`src/rtl/addsub_pkg.sv`:
```
// Shared constants and types for the 4-bit registered adder/subtractor.
package addsub_pkg;

    localparam int ADDSUB_W = 4;

    localparam logic [ADDSUB_W-1:0] SAT_MAX = 4'b0111;
    localparam logic [ADDSUB_W-1:0] SAT_MIN = 4'b1000;

    // One operation as presented on the input ports
    typedef struct packed {
        logic [ADDSUB_W-1:0] a;
        logic [ADDSUB_W-1:0] b;
        logic                sub;
    } addsub_req_t;

    // Registered result
    typedef struct packed {
        logic [ADDSUB_W-1:0] sum;
        logic                ovfl;
    } addsub_rsp_t;

endpackage

```
`src/rtl/full_adder_1bit.sv`:
```
// Single-bit full adder; one ripple stage of the add/sub chain.
module full_adder_1bit (
    input  logic a,
    input  logic b,
    input  logic cin,
    output logic s,
    output logic cout
);

    assign s    = a ^ b ^ cin;
    assign cout = (a & b) | (cin & (a ^ b));

endmodule

```
`src/rtl/addsub_4bit.sv`:
```
// 4-bit two's complement add/subtract with a one-cycle registered result.
// Ripple-carry chain of full_adder_1bit stages; subtract is A + ~B + 1.
// Optional build macro ADDSUB_SAT_EN clamps overflowing results to
// SAT_MAX / SAT_MIN instead of wrapping.
module addsub_4bit
    import addsub_pkg::*;
(
    input  logic                clk,
    input  logic                rst_n,
    input  logic                in_vld,
    input  logic [ADDSUB_W-1:0] A,
    input  logic [ADDSUB_W-1:0] B,
    input  logic                sub,
    output logic [ADDSUB_W-1:0] Sum,
    output logic                Ovfl,
    output logic                out_vld
);

    addsub_req_t         req;
    addsub_rsp_t         rsp_nxt;
    logic [ADDSUB_W-1:0] b_eff;
    logic [ADDSUB_W-1:0] raw;
    logic [ADDSUB_W:0]   carry;

    assign req = '{a: A, b: B, sub: sub};

    // Conditional inversion plus carry-in of sub turns the adder into A - B
    assign b_eff    = req.b ^ {ADDSUB_W{req.sub}};
    assign carry[0] = req.sub;

    genvar i;
    generate
        for (i = 0; i < ADDSUB_W; i++) begin : g_fa
            full_adder_1bit u_fa (
                .a    (req.a[i]),
                .b    (b_eff[i]),
                .cin  (carry[i]),
                .s    (raw[i]),
                .cout (carry[i+1])
            );
        end
    endgenerate

    // Signed overflow: carry into the sign bit disagrees with carry out of it.
    // The carry out itself is otherwise dropped, giving modulo-16 wrap.
    assign rsp_nxt.ovfl = carry[ADDSUB_W-1] ^ carry[ADDSUB_W];

`ifdef ADDSUB_SAT_EN
    // Clamp toward the sign of A; an overflow always leaves the range on A's side
    always_comb begin
        rsp_nxt.sum = raw;
        if (rsp_nxt.ovfl)
            rsp_nxt.sum = req.a[ADDSUB_W-1] ? SAT_MIN : SAT_MAX;
    end
`else
    assign rsp_nxt.sum = raw;
`endif

    // Result registers load only on a valid operation, otherwise hold
    always_ff @(posedge clk or negedge rst_n) begin
        if (!rst_n) begin
            Sum  <= '0;
            Ovfl <= 1'b0;
        end else if (in_vld) begin
            Sum  <= rsp_nxt.sum;
            Ovfl <= rsp_nxt.ovfl;
        end
    end

    // Valid flag tracks in_vld with one cycle of delay, no back-pressure
    always_ff @(posedge clk or negedge rst_n) begin
        if (!rst_n)
            out_vld <= 1'b0;
        else
            out_vld <= in_vld;
    end

endmodule

```
`config.mk`:
```
export PLATFORM = sky130hd
export DESIGN_NAME = addsub_4bit
export DESIGN_NICKNAME = d
export VERILOG_FILES = /design/src/rtl/addsub_pkg.sv /design/src/rtl/full_adder_1bit.sv /design/src/rtl/addsub_4bit.sv
export SDC_FILE = /design/constraint.sdc
export NUM_CORES = 1
export LEC_CHECK = 0
export ABC_AREA = 0
export ABC_CLOCK_PERIOD_IN_PS = 1100
export CORE_AREA = 10 10 47 49
export CTS_CLUSTER_SIZE = 40
export DETAILED_ROUTE_END_ITERATION = 8
export DIE_AREA = 0 0 57 59
export GPL_TIMING_DRIVEN = 0
export MAX_ROUTING_LAYER = met4
export PLACE_DENSITY_LB_ADDON = 0.25
export SETUP_SLACK_MARGIN = 0.05
export SYNTH_ARGS = -nofsm -noshare
export SYNTH_HDL_FRONTEND = slang
export SYNTH_HIERARCHICAL = 1
export SYNTH_SLANG_ARGS = --single-unit
```
`constraint.sdc`:
```
create_clock -name clk -period 1.1 [get_ports clk]
set_clock_uncertainty 0.2 [all_clocks]
set_input_delay 0.11 -clock clk [delete_from_list [all_inputs] [get_ports clk]]
set_output_delay 0.11 -clock clk [all_outputs]
set_load 0.1 [all_outputs]
```
==> results.cfg <==
[grt]
grt-ovfl-total = 0
grt_pass1_wl_mm = 1.17
antenna_found_initial = 0
grt_pass1_vias = 294
grt_max_degree = 8
track_usage_pct = 5.06

[timing]
fmaxAchievable_mhz = 459
fin_ws_ns = -1.08
drv_slew = 0
tightestPinTransition_ns = 0.334
hold_violations = 6
hold_slack_ns = -0.0987
slew_headroom_pct = 77.7
grt_setup_unrepaired = yes
period_share_pct = 198
setup_viol = 11
period_needed_ns = 2.18

[placement]
gp_congestion = 0.623
pre_cts_slack_ns = -1.92
io_buffer_count = 17

[worst_setup_path]
path_buf_inv = 1
startpoint_type = primary input
reg2reg_from = Sum[3]$_DFFE_PN0P_
cpMostUsedCell = fa_2
slowest_stage = fa_2
arrival_ns = 2.10
cp_data_required_time_ns = 1.02
crit_chain = buf_6 > xor2_2 > fa_2 > fa_2 > fa_2 > fa_2 > mux2_4
worstPathMaxFanout = 2
critical_path_class = in -> reg
critical-path-top-delay-family = adder cells
r2r-end = Sum[3]$_DFFE_PN0P_
slowest_delay_ns = 0.41
end_kind = register
worstRegToRegCells = 2
r2r_slack_ns = -0.02

[status]
failed_checks = hold timing, setup timing
status = complete, but fails checks

[cts]
cts.sinks = 6
clock_latency_ns = 0.23
cts-root-buf = clkbuf_4
cts_buffers = 3
htree_levels = 1
clk_pin_slew_worst_paths_ns = 0.05
cts_buffer_depth = 2
cts_tree = done

[power_and_ir_drop]
vdd_ir_drop_max_uv = 755
powerDensity_nw_per_um2 = 2080
power_leakage_uw = 0.000319

[die]
io_pins = 18
die_h_um = 59
die_x_um = 57
rows = 14
initial_utilization_pct = 23.4
dieArea_um2 = 3360
core_um2 = 1400

[layout]
final-seq-area_um2 = 156
multi_input_area_um2 = 221
drive_gt1_share_pct = 66.7
antenna_cells = 0
syn_to_final_growth_pct = 119
final_core_util_pct = 51.2
final_cell_mix = clkdlybuf4s50_1 (6), buf_12 (6), dfrtp_2 (5)
nets = 65
fillers = 131

[synthesis]
yosysWarnings = 6
syn_area_um2 = 328
avgSynthCellArea_um2 = 15.6
mappedNetlistNets = 37
syn_inst = 21
synth_cell_types = 7
yosysSeqAreaShare_pct = 45.8
synth-seq-cells = 6

[worst_hold_path]
min_path_type = in -> async

[detailed_routing]
drtIter0Drc = 4
drc_errors = 0
wl_um = 821
avgRoutedWirePerCell_um = 12.8
vias = 262
ant_nets = 0
vias_per_cell = 4.09
drt_pass1_iterations = 2

[run]
max_cap_violations = 0
## where the power goes
part	internal (uW)	leakage [uW]	switching (uW)
registers	286	0.0000647	61.0
logic	401	0.000239	530
clock network	137	0.0000150	74.5
total	824	0.000319	665
## sequential cells by signal, summed over array words and instances, names as in the netlist
name,count
Sum,4
Ovfl,1
out_vld,1
## metrics by stage
step           hold slack, ns  power (uW)  setup TNS [ns]  instance area, um2  cells
2_1_floorplan          -0.386         838           -3.93                 355     21
3_3_place_gp            0.155        1030          -11.34                 546     54
3_5_place_dp            0.163        1040          -11.48                 546     54
4_1_cts               -0.0991        1410           -4.17                 637     60
5_1_grt               -0.0842        1560           -3.62                 717     64
6_report              -0.0987        1490           -3.38                 717     64
## routing by layer
| metal | wire, um | global-route usage [%] |
|---|---|---|
| met4 | 21 | 7.05 |
| met3 | 49 | 3.00 |
| met1 | 338 | 4.24 |
| met5 | 0 | - |
| met2 | 411 | 6.67 |
## area by class of cell
cell class | instances | area share, %
well taps | 16 | 2.79
clock buffers | 4 | 3.66
repair buffers | 23 | 40.8
flip-flops and latches | 6 | 21.8
multi-input cells | 15 | 30.9
## worst max path at each step
stage,slack (ns),depth (start not counted),from,to
2_1_floorplan,-1.21,6,sub,Sum[3]$_DFFE_PN0P_
3_3_place_gp,-1.89,7,sub,Sum[3]$_DFFE_PN0P_
3_5_place_dp,-1.92,7,sub,Sum[3]$_DFFE_PN0P_
4_1_cts,-1.30,7,B[0],Sum[3]$_DFFE_PN0P_
5_1_grt,-1.11,7,B[0],Sum[3]$_DFFE_PN0P_
6_report,-1.08,7,B[0],Sum[3]$_DFFE_PN0P_
## synthesized netlist by cell type
cell type / number / area, um2
mux2_2: 4 / 45.0
nor2_1: 1 / 3.75
xnor2_1: 1 / 8.76
fa_1: 4 / 80.1
xor2_1: 4 / 35.0
dfrtp_1: 6 / 150
a21oi_1: 1 / 5.00
## cell families after synthesis
group,synth area share [%]
flops,45.8
xor+xnor,13.4
mux,13.7
fa+ha+maj,24.4
compound gates,1.53
simple gates,1.14
## what timing repair did
item,CTS,global route
buffers inserted,2,3
resized for setup,64,12
pin swaps,6,5
endpoints found under the hold margin,6,7
endpoints found under the setup margin,11,11
No activity file was read; power rests on OpenSTA's default activity.
